[src/rtl/sync_fifo.sv]
`default_nettype none
// ============================================================================
// Module      : sync_fifo
// Description : Single-clock FIFO, any DEPTH >= 2, standard or FWFT output,
//               occupancy count, almost-full/empty flags, flush, error flags.
// Revision    : 1.0 - initial release
// ============================================================================
module sync_fifo #(
    parameter int WIDTH         = 16,
    parameter int DEPTH         = 16,
    parameter int FWFT          = 0,
    parameter int AFULL_THRESH  = 12,
    parameter int AEMPTY_THRESH = 4
) (
    input  logic                       clock,
    input  logic                       reset_n,
    input  logic                       flush,
    input  logic                       in_shift,
    input  logic [WIDTH-1:0]           in_data,
    output logic                       in_full,
    output logic                       in_afull,
    input  logic                       out_pop,
    output logic [WIDTH-1:0]           out_data,
    output logic                       out_nempty,
    output logic                       out_aempty,
    output logic [$clog2(DEPTH+1)-1:0] count,
    output logic                       overflow,
    output logic                       underflow
);

    localparam int              c_pw     = $clog2(DEPTH);
    localparam int              c_cw     = $clog2(DEPTH + 1);
    localparam logic [c_pw-1:0] c_last   = c_pw'(DEPTH - 1);
    localparam logic [c_cw-1:0] c_depth  = c_cw'(DEPTH);
    localparam logic [c_cw-1:0] c_afull  = c_cw'(AFULL_THRESH);
    localparam logic [c_cw-1:0] c_aempty = c_cw'(AEMPTY_THRESH);

    logic [WIDTH-1:0] r_mem [DEPTH];
    logic [c_pw-1:0]  r_wr_pos;
    logic [c_pw-1:0]  r_rd_pos;
    logic [c_cw-1:0]  r_count;
    logic             r_full;
    logic             r_afull;
    logic             r_nempty;
    logic             r_aempty;
    logic             r_overflow;
    logic             r_underflow;

    logic             w_push_ok;
    logic             w_pop_ok;
    logic [c_cw-1:0]  w_count_next;
    logic [c_pw-1:0]  w_wr_pos_next;
    logic [c_pw-1:0]  w_rd_pos_next;

    // Acceptance looks only at the flags registered at the start of the cycle
    assign w_push_ok     = in_shift & ~r_full & ~flush;
    assign w_pop_ok      = out_pop & r_nempty & ~flush;
    assign w_count_next  = r_count + c_cw'(w_push_ok) - c_cw'(w_pop_ok);
    assign w_wr_pos_next = (r_wr_pos == c_last) ? '0 : r_wr_pos + 1'b1;
    assign w_rd_pos_next = (r_rd_pos == c_last) ? '0 : r_rd_pos + 1'b1;

    always_ff @(posedge clock) begin
        if (!reset_n) begin
            r_wr_pos    <= '0;
            r_rd_pos    <= '0;
            r_count     <= '0;
            r_full      <= 1'b0;
            r_afull     <= 1'b0;
            r_nempty    <= 1'b0;
            r_aempty    <= 1'b1;
            r_overflow  <= 1'b0;
            r_underflow <= 1'b0;
        end else if (flush) begin
            r_wr_pos    <= '0;
            r_rd_pos    <= '0;
            r_count     <= '0;
            r_full      <= 1'b0;
            r_afull     <= 1'b0;
            r_nempty    <= 1'b0;
            r_aempty    <= 1'b1;
            r_overflow  <= 1'b0;
            r_underflow <= 1'b0;
        end else begin
            if (w_push_ok) r_wr_pos <= w_wr_pos_next;
            if (w_pop_ok)  r_rd_pos <= w_rd_pos_next;
            r_count  <= w_count_next;
            r_full   <= (w_count_next == c_depth);
            r_afull  <= (w_count_next >= c_afull);
            r_nempty <= (w_count_next != '0);
            r_aempty <= (w_count_next <= c_aempty);
            if (in_shift & r_full)   r_overflow  <= 1'b1;
            if (out_pop & ~r_nempty) r_underflow <= 1'b1;
        end
    end

    // Storage has no reset; flush and reset only move the pointers
    always_ff @(posedge clock) begin
        if (reset_n && w_push_ok) r_mem[r_wr_pos] <= in_data;
    end

    generate
        if (FWFT != 0) begin : g_fwft
            assign out_data = r_mem[r_rd_pos];
        end else begin : g_std
            logic [WIDTH-1:0] r_out_data;
            always_ff @(posedge clock) begin
                if (!reset_n)      r_out_data <= '0;
                else if (w_pop_ok) r_out_data <= r_mem[r_rd_pos];
            end
            assign out_data = r_out_data;
        end
    endgenerate

    assign in_full    = r_full;
    assign in_afull   = r_afull;
    assign out_nempty = r_nempty;
    assign out_aempty = r_aempty;
    assign count      = r_count;
    assign overflow   = r_overflow;
    assign underflow  = r_underflow;

endmodule
`default_nettype wire

[config.mk]
export PLATFORM = sky130hd
export DESIGN_NAME = sync_fifo
export DESIGN_NICKNAME = d
export VERILOG_FILES = /design/src/rtl/sync_fifo.sv
export SDC_FILE = /design/constraint.sdc
export NUM_CORES = 1
export LEC_CHECK = 0
export BUFFER_PORTS_ARGS = -buffer_cell sky130_fd_sc_hd__buf_2
export CORE_ASPECT_RATIO = 0.7
export CORE_UTILIZATION = 40
export CTS_CLUSTER_SIZE = 12
export DETAILED_ROUTE_END_ITERATION = 8
export PLACE_DENSITY = 0.64
export SETUP_SLACK_MARGIN = 0.4
export SLEW_MARGIN = 20
export SYNTH_ARGS = -nofsm -noshare
export SYNTH_HDL_FRONTEND = slang
export SYNTH_SLANG_ARGS = --single-unit
[constraint.sdc]
create_clock -name clock -period 6.02 [get_ports clock]
set_input_delay 0.301 -clock clock [delete_from_list [all_inputs] [get_ports clock]]
set_output_delay 0.301 -clock clock [all_outputs]
set_load 0.005 [all_outputs]
==> metrics.cfg, run 1 <==
[synthesis]
ys_ff_latch=291
synth_top_area_share_pct=69.1
synthDistinctLibCells=36
syn_area_mm2=0.0111
async_flop_share_pct=0
synth_cells=594
synth_area_leaders=edfxtp_1 (69%), mux4_2 (10%), dfxtp_1 (6.3%)
yosys_warnings=0
synth-edff-count=256
syn_avg_cell_area_um2=18.7
synth_top_cell_by_area=edfxtp_1
synth-main-ff-cell=edfxtp_1
ys_seq_area_share_pct=75.4
synth_nets=626

[layout]
register_area_mm2=0.00839
fin_cells=1047
nFillCells=2300
area_delta_synth_final_pct=13.9
final_area_mm2=0.0127
drive_gt1_share_pct=23.0
final_cell_mix=edfxtp_1 (256), mux4_2 (50), buf_2 (47), dfxtp_1 (33), mux2i_1 (31)
multi_input_area_mm2=0.00255
antenna_cells=0
mostFrequentLayoutCell=edfxtp_1
nNetsFinal=693

[setup_path]
crit_slowest_cell=inv_1
cp_top_family=adder cells
cp_num_cells=13
crit_chain=nand2_1 > or2_2 > inv_1 > ha_1 > inv_1 > ha_1 > inv_1 > fa_1 > nor2b_1 > o21ai_0 > nor4bb_1 > a21oi_1 > o21ai_0
cp_data_arrival_time_ps=3970
path_class=reg2reg
cp_common_cell=inv_1
critPathMaxFanout=20
end_kind=flop
critical_path_required_ps=6410
path_buf_inv=3
max_stage_delay_ps=590
start_kind=flop
worstRegToRegCells=13

[power_and_ir_drop]
power_switching_share_pct=19.8
power_density_mw_per_mm2=311
ir_worst_vdd_mv=0.221
pwr-share-seq_pct=56.4
internal_power_w=0.00316
power.leakage_nw=4.07
clock_power_share_pct=40.7
combPwrFrac_pct=2.9
p_switching_w=0.000779

[sta]
rsz0062_at_grt=no
period_minus_slack_ps=3570
clock.fmax_ghz=0.280
finClkSkew_ps=12.9
setup_tns_ps=0
min_period_over_period_pct=59.4
report.final.setup_viol=0
slew-limit-headroom_pct=27.7
holdWs_ps=14.7
hold_violations=0
worst_pin_slew_ps=1080
report.final.slew_viol_count=0

[clock_tree]
cts_buffers=28
clk_path_buf_depth=3
insertion_delay_ps=540
path_clk_slew_ps=60
cts-resized-gates=0
cts-root-buf=clkbuf_16
htree_levels=1
hold_buffers=1
cts_tree=built
post_cts_buffers=0
clock_sinks=291

[die]
start_util_pct=41.2
core_area_mm2=0.0270
io_pins=48
chipWidth_um=201
rows=50
fp.dieH_um=142
die_area_mm2=0.0285

[place]
io_buffers=47
placedCellCount=994
placed_area_mm2=0.0118
dp_hpwl_um=14500
gp_congestion=0.791

[drt]
wl_per_cell_um=23.4
ant_nets=0
drcViolationCount=0
drtPass1Iterations=5
vias_per_cell=5.48
vias=5738
drt-initial-drc-count=491
totalWireLength_um=24500

[min_path]
hold_class=in2reg
min_path_cells=3

[grt]
grt_pass1_vias=5890
grt.total_usage_pct=17.5
grt_max_degree=45
gr-total-overflow=0
grt_pass1_wl_um=37000
antenna_found_initial=0

[run_status]
status=finished clean

[job]
maxCapViolations=0

sequential cells by signal, indices dropped and copies added (netlist names):
register / count
count: 5
in_afull: 1
out_aempty: 1
out_data: 16
in_full: 1
overflow: 1
out_nempty: 1
r_wr_pos: 4
r_rd_pos: 4
underflow: 1
r_mem: 256
cells by family (layout without fill, tap and decap cells):
| kind of cell | Yosys count | count (layout) | share of synthesized area [%] |
|---|---|---|---|
| DFF | 291 | 291 | 75.4 |
| AOI/OAI and AO/OA | 95 | 95 | 5.29 |
| muxes | 81 | 81 | 12.9 |
| and+or+nand+nor | 65 | 65 | 2.71 |
| buffers and inverters | 45 | 134 | 1.91 |
| adders and majority gates | 11 | 11 | 1.30 |
| xor gates and xnor gates | 6 | 6 | 0.472 |
stage by stage:
stage          total power [W]  setup slack [ps]  util, %
5_1_grt                0.00406              2260     46.9
2_1_floorplan          0.00231              3190        -
3_5_place_dp           0.00237              2440     43.8
6_report               0.00394              2450     46.9
4_1_cts                0.00397              2480     46.9
3_3_place_gp           0.00237              2660     43.8
tightest hold or removal path, stage by stage:
cell and delay (ps):
buf_2 90, a21oi_1 50, nor2_1 70
cells in the mapped netlist (2+ instances only):
library cell / instances
a211oi_1: 15
a21oi_1: 26
a22oi_1: 15
and3_1: 2
buf_1: 2
buf_2: 8
buf_4: 9
clkbuf_1: 12
dfxtp_1: 35
edfxtp_1: 256
ha_1: 10
inv_1: 14
mux2i_1: 31
mux4_2: 50
nand2_1: 15
nand2b_1: 5
nand3_1: 2
nor2_1: 26
nor2b_1: 4
nor3_1: 5
o21ai_0: 19
o22ai_1: 15
xnor2_1: 2
xor2_1: 4
power groups by stage:
stage	Combinational, W	Clock, W	Sequential, W
after floorplan	0.0000565	0	0.00226
after global placement	0.000108	0	0.00226
after detailed placement	0.000114	0	0.00226
after CTS	0.000115	0.00163	0.00222
after global routing	0.000126	0.00171	0.00222
final	0.000114	0.00160	0.00222
routing by layer:
layer | global-route usage [%] | wire length (um) | vias up
met5 | 0 | 0 | -
met4 | 4.55 | 554 | 0
met3 | 3.01 | 1400 | 45
met2 | 27.2 | 11100 | 189
met1 | 25.8 | 11400 | 2987
li1 | - | - | 2517
final cells by class:
cell class              count  area share (%)
flip-flops and latches    291            66.3
repair buffers             68            3.12
clock inverters             1          0.0395
multi-input cells         258            20.1
well taps                 364            3.60
clock buffers              51            6.46
inverters                  14           0.415
final timing paths:
| kind | slack (ps) | startpoint | endpoint |
|---|---|---|---|
| max | 2450 | out_nempty$_SDFF_PP0_ | in_afull$_SDFF_PP0_ |
| min | 10 | out_pop | underflow$_SDFFE_PP0P_ |
| min reg2reg | 470 | out_data[7]$_SDFFE_PN0P_ | out_data[7]$_SDFFE_PN0P_ |
| max reg2reg | 2450 | out_nempty$_SDFF_PP0_ | in_afull$_SDFF_PP0_ |
Power figures use the tool's default switching activity.
==> inputs of run 2 (changes only) <==
Settings changed: ABC_AREA from default to 1, PLACE_DENSITY 0.64 to 0.66.
Clock period 6.02 ns to 3.1 ns, I/O delays scaled along.
==> metrics.cfg, run 2 <==
[run_status]
status=finished clean  ; unchanged

[power_and_ir_drop]
power.leakage_nw=5.67  ; was 4.07 nW
ir_worst_vdd_mv=0.440  ; was 0.221 mV
p_total_w=0.00781  ; was 0.00394 W
power_density_mw_per_mm2=563  ; was 311 mW/mm2

[setup_path]
r2r_start=in_full$_SDFF_PP0_  ; was out_nempty$_SDFF_PP0_
r2r_setup_slack_ps=690  ; was 2450 ps
critical_path_required_ps=3550  ; was 6410 ps
start_kind=flop  ; unchanged
critPathMaxFanout=7  ; was 20
path_class=reg2reg  ; unchanged
worstReg2RegEnd=out_aempty$_SDFF_PP1_  ; was in_afull$_SDFF_PP0_
crit_path_start=in_full$_SDFF_PP0_  ; was out_nempty$_SDFF_PP0_
end_kind=flop  ; unchanged
crit_path_end=out_aempty$_SDFF_PP1_  ; was in_afull$_SDFF_PP0_
cp_data_arrival_time_ps=2860  ; was 3970 ps
worstRegToRegCells=12  ; was 13

[min_path]
min_from=in_data[6]  ; was out_pop
min_path_cells=1  ; was 3
hold_class=in2reg  ; unchanged

[drt]
drt-initial-drc-count=1005  ; was 491
drtPass1Iterations=5  ; unchanged
ant_nets=0  ; unchanged
dr_wl_met2_um=12800  ; was 11100 um
totalWireLength_um=31100  ; was 24500 um
wl_per_cell_um=18.6  ; was 23.4 um
vias_per_cell=4.96  ; was 5.48
drcViolationCount=0  ; unchanged
wl_met1_um=14200  ; was 11400 um
routed.top_layer=met4  ; unchanged
wl_met3_um=3380  ; was 1400 um
vias=8279  ; was 5738

[synthesis]
synth-edff-count=256  ; unchanged
synth_top_area_share_pct=62.6  ; was 69.1%
yosysMostFrequentCell=nand2_1  ; was edfxtp_1
synthDistinctLibCells=25  ; was 36
synth_area_leaders=edfxtp_1 (63%), nand2_1 (10%), nand3_1 (7.5%)  ; was edfxtp_1 (69%), mux4_2 (10%), dfxtp_1 (6.3%)
syn_avg_cell_area_um2=10.5  ; was 18.7 um2
synth_common_cells=nand2_1 (334), edfxtp_1 (256), nand3_1 (183)  ; was edfxtp_1 (256), mux4_2 (50), dfxtp_1 (35)
syn_area_mm2=0.0123  ; was 0.0111 mm2
async_flop_share_pct=0  ; unchanged
yosys_warnings=0  ; unchanged
synth_nets=1207  ; was 626
synth-main-ff-cell=edfxtp_1  ; unchanged
synth_top_cell_by_area=edfxtp_1  ; unchanged
ys_seq_area_share_pct=68.3  ; was 75.4%
synth_cells=1175  ; was 594
ys_ff_latch=291  ; unchanged

[job]
maxCapViolations=0  ; unchanged

[grt]
grt.total_usage_pct=20.2  ; was 17.5%
grt_pass1_wl_um=46800  ; was 37000 um
gr-total-overflow=0  ; unchanged
antenna_found_initial=0  ; unchanged
grt_pass1_vias=7704  ; was 5890
grt_max_degree=132  ; was 45

[sta]
slew-limit-headroom_pct=39.4  ; was 27.7%
report.final.slew_viol_count=0  ; unchanged
finClkSkew_ps=11.9  ; was 12.9 ps
hold_violations=0  ; unchanged
worst_pin_slew_ps=907  ; was 1080 ps
min_period_over_period_pct=77.9  ; was 59.4%
holdWs_ps=26.4  ; was 14.7 ps
setup_slack_ps=686  ; was 2450 ps
report.final.setup_viol=0  ; unchanged
period_minus_slack_ps=2410  ; was 3570 ps
clock.fmax_ghz=0.414  ; was 0.280 GHz
rsz0062_at_grt=no  ; unchanged
setup_tns_ps=0  ; unchanged

[clock_tree]
insertion_delay_ps=550  ; was 540 ps
cts_tree=built  ; unchanged
clk_path_buf_depth=3  ; unchanged
path_clk_slew_ps=60  ; about the same
cts-root-buf=clkbuf_16  ; unchanged
post_cts_buffers=0  ; unchanged
cts_buffers=28  ; unchanged
htree_levels=1  ; unchanged
clock_sinks=291  ; unchanged

[layout]
nNetsFinal=1266  ; was 693
mostFrequentLayoutCell=nand2_1  ; was edfxtp_1
antenna_cells=0  ; unchanged
area_delta_synth_final_pct=13.0  ; was 13.9%
fin_cells=1668  ; was 1047
largest_reg_flops=256  ; unchanged
nFillCells=2806  ; was 2300
final_cell_mix=nand2_1 (334), edfxtp_1 (256), nand3_1 (183), inv_1 (180), buf_2 (47)  ; was edfxtp_1 (256), mux4_2 (50), buf_2 (47), dfxtp_1 (33), mux2i_1 (31)
regMostFlops=r_mem  ; unchanged
drive_gt1_share_pct=10.1  ; was 23.0%

[die]
core_area_mm2=0.0301  ; was 0.0270 mm2
start_util_pct=40.8  ; was 41.2%
die_area_mm2=0.0314  ; was 0.0285 mm2
rows=53  ; was 50
chipWidth_um=211  ; was 201 um
io_pins=48  ; unchanged
fp.dieH_um=149  ; was 142 um

[place]
io_buffers=47  ; unchanged
dp_hpwl_um=18900  ; was 14500 um
gp_congestion=0.851  ; was 0.791
place_ws_ps=712  ; was 2440 ps
placedCellCount=1609  ; was 994

run 2: changes by cell type in the layout (fill, tap and decap cells not counted), sizes merged, moves of 14 or more:
cell,previous run,this run
a21oi,26,40
inv,14,183
nor2,26,48
mux4,50,0
a211oi,15,1
nand3,2,183
o22ai,15,0
mux2i,31,0
a22oi,15,0
nand2,15,334
run 2: what timing repair did:
action                                 4_1_cts  5_1_grt
resized for setup                            0        0
endpoints found under the hold margin       57        0
hold buffers                                 7        0
run 2: metrics by stage:
step	instance area, um2	utilization (%)
2_1_floorplan	12300	-
3_3_place_gp	13000	43.1
3_5_place_dp	13000	43.1
4_1_cts	13900	46.1
5_1_grt	13900	46.1
6_report	13900	46.1
run 2: cell type report:
cell class                 count  area [um2]  share of cell area [%]
clock buffer                  51         808                    5.83
tap                          412         515                    3.72
timing repair buffer          82         541                    3.90
inverter                     185         697                    5.02
sequential                   291        8390                    60.5
multi-input combinational    646        2910                    21.0
clock inverter                 1        8.76                  0.0631
run 2: worst min-delay path by stage:
stage,endpoint,slack (ps)
after floorplan,r_mem[0][0]$_DFFE_PP_,250
after global placement,underflow$_SDFFE_PP0P_,420
after detailed placement,overflow$_SDFFE_PP0P_,420
after CTS,r_mem[8][6]$_DFFE_PP_,7
after global routing,r_mem[12][6]$_DFFE_PP_,20
final,r_mem[15][6]$_DFFE_PP_,30
run 2: critical path, cell delays in order (launching register included):
cell     delay (ps)
dfxtp_1         320
nor2_1          100
nand2_1         190
ha_1            350
inv_1            60
ha_1            150
inv_1            60
fa_1            410
o21ai_0         220
or2_2           140
nand3_1         130
inv_1           130
nor2_1           40
run 2: cell families after synthesis:
group / Yosys count / share of synthesized area (%)
AO/OA/AOI/OAI: 62 / 2.57
XOR/XNOR: 4 / 0.285
adder cells (fa/ha/maj): 11 / 1.18
buffers and inverters: 238 / 8.32
flip-flops: 291 / 68.3
AND/OR/NAND/NOR: 569 / 19.3
run 2: report_power, final:
group | total (W) | switching, W | internal (W)
clock network | 0.00315 | 0.00140 | 0.00175
logic | 0.000342 | 0.000240 | 0.000101
registers | 0.00432 | 0.0000271 | 0.00429
run 2: layer usage:
layer / GRT usage (%) / up-vias
li1: - / 3958
met3: 5.93 / 45
met1: 30.7 / 3909
met4: 4.57 / 0
met5: 0 / -
met2: 28.0 / 367
==> inputs of run 3 (changes only) <==
Settings changed: PLACE_DENSITY 0.66 to 0.64.
Clock period 3.1 ns to 2.31 ns, I/O delays scaled along.
==> metrics.cfg, run 3 (same netlist as run 2, synthesis figures left out) <==
[layout]
final_cell_mix=nand2_1 (330), edfxtp_1 (256), nand3_1 (180), inv_1 (177), buf_2 (47)  ; was nand2_1 (334), edfxtp_1 (256), nand3_1 (183), inv_1 (180), buf_2 (47)
mostFrequentLayoutCell=nand2_1  ; unchanged
drive_gt1_share_pct=12.4  ; was 10.1%
area_delta_synth_final_pct=15.2  ; was 13.0%
nNetsFinal=1281  ; was 1266
largest_reg_flops=256  ; unchanged
antenna_cells=0  ; unchanged
fin_util_pct=47.0  ; was 46.1%
regMostFlops=r_mem  ; unchanged

[sta]
report.final.setup_viol=0  ; unchanged
period_minus_slack_ps=2010
worst_pin_slew_ps=826  ; was 907 ps
min_period_over_period_pct=87.1
slew-limit-headroom_pct=44.8  ; was 39.4%
report.final.slew_viol_count=0  ; unchanged
clock.fmax_ghz=0.497
finClkSkew_ps=14.1  ; was 11.9 ps
rsz0062_at_grt=yes  ; was no
setup_tns_ps=0  ; unchanged
hold_violations=0  ; unchanged
setup_slack_ps=297  ; was 686 ps
holdWs_ps=11.3  ; was 26.4 ps

[grt]
grt_max_degree=68  ; was 132
grt_pass1_vias=7737  ; was 7704
gr-total-overflow=0  ; unchanged
grt_pass1_wl_um=45900  ; was 46800 um
antenna_found_initial=1  ; was 0
grt.total_usage_pct=19.5  ; was 20.2%

[setup_path]
r2r_setup_slack_ps=320  ; was 690 ps
r2r_start=out_nempty$_SDFF_PP0_  ; was in_full$_SDFF_PP0_
crit_path_end=out_aempty$_SDFF_PP1_  ; unchanged
worstRegToRegCells=12  ; unchanged
critical_path_required_ps=2760  ; was 3550 ps
path_class=in2reg  ; was reg2reg
critPathMaxFanout=3  ; was 7
worstReg2RegEnd=out_aempty$_SDFF_PP1_  ; unchanged
crit_path_start=in_shift  ; was in_full$_SDFF_PP0_
end_kind=flop  ; unchanged
cp_data_arrival_time_ps=2460  ; was 2860 ps
start_kind=input port  ; was flop

[die]
rows=53  ; unchanged
die_area_mm2=0.0314  ; unchanged
chipWidth_um=211  ; unchanged
fp.dieH_um=149  ; unchanged
core_area_mm2=0.0301  ; unchanged
io_pins=48  ; unchanged
start_util_pct=40.8  ; unchanged

[run_status]
status=finished clean  ; unchanged

[min_path]
hold_class=in2reg  ; unchanged

[drt]
vias_per_cell=4.96  ; about the same
wl_met3_um=2290  ; was 3380 um
drcViolationCount=0  ; unchanged
ant_nets=0  ; unchanged
drt-initial-drc-count=876  ; was 1005
wl_met1_um=14200  ; about the same
totalWireLength_um=30300  ; was 31100 um
wl_per_cell_um=18.0  ; was 18.6 um
drtPass1Iterations=7  ; was 5
dr_wl_met2_um=13000  ; was 12800 um
routed.top_layer=met5  ; was met4
vias=8343  ; was 8279

[clock_tree]
cts_tree=built  ; unchanged
cts-root-buf=clkbuf_16  ; unchanged
htree_levels=1  ; unchanged
clock_sinks=291  ; unchanged
path_clk_slew_ps=60  ; about the same
insertion_delay_ps=550  ; about the same
cts_buffers=28  ; unchanged
clk_path_buf_depth=3  ; unchanged

[place]
gp_congestion=0.837  ; was 0.851
dp_hpwl_um=18300  ; was 18900 um
io_buffers=47  ; unchanged
place_ws_ps=259  ; was 712 ps

[power_and_ir_drop]
power.leakage_nw=5.77  ; was 5.67 nW
power_density_mw_per_mm2=749  ; was 563 mW/mm2
ir_worst_vdd_mv=0.646  ; was 0.440 mV

[job]
maxCapViolations=0  ; unchanged

[run 3: worst min-delay path by stage]
stage	startpoint	to	slack (ps)	depth (start not counted)
after floorplan	in_data[0]	r_mem[0][0]$_DFFE_PP_	210	0
after global placement	in_shift	overflow$_SDFFE_PP0P_	380	3
after detailed placement	in_shift	overflow$_SDFFE_PP0P_	380	3
after CTS	reset_n	out_data[3]$_SDFFE_PN0P_	3	4
after global routing	in_data[10]	r_mem[9][10]$_DFFE_PP_	1	1
final	in_data[12]	r_mem[1][12]$_DFFE_PP_	10	1
[run 3: power by group]
part	leakage (nW)	switching (W)	internal, W	total (W)
logic	2.79	0.000365	0.000173	0.000538
registers	2.59	0.0000320	0.00576	0.00580
clock network	0.391	0.00189	0.00237	0.00426
[run 3: what timing repair did]
action | CTS | global route
hold buffers | 11 | 0
buffers inserted | 5 | 1
endpoints found under the setup margin | 17 | 99
pin swaps | 2 | 1
gates cloned | 0 | 0
hold endpoints to repair | 129 | 0
resized for setup | 5 | 13
[run 3: through the flow]
stage / total power [W] / instances / area, um2
2_1_floorplan: 0.00615 / 1175 / 12300
4_1_cts: 0.0106 / 1682 / 14100
5_1_grt: 0.0109 / 1683 / 14100
6_report: 0.0106 / 1683 / 14100
3_3_place_gp: 0.00638 / 1614 / 13100
3_5_place_dp: 0.00639 / 1614 / 13100
[run 3: layer usage]
layer	GRT usage (%)	vias to the layer above
li1	-	3989
met1	29.8	3987
met2	28.5	315
met3	3.65	50
met4	4.35	2
met5	0	-
[run 3: layout make-up]
type	count	area [um2]
Sequential cell	291	8400
Fill cell	2789	16000
Timing Repair Buffer	97	708
Multi-Input combinational cell	646	3000
Clock buffer	52	822
Tap cell	412	515
Inverter	185	702
[run 3: critical path, stage by stage]
cell,delay [ps]
dlygate4sd3_1,550
buf_2,130
inv_1,70
nor2_2,120
nand2_2,90
ha_4,230
inv_4,50
ha_4,120
inv_2,30
fa_2,370
xnor2_2,200
and2_1,200
nand2_1,70
nand2_1,60
nor2_1,40
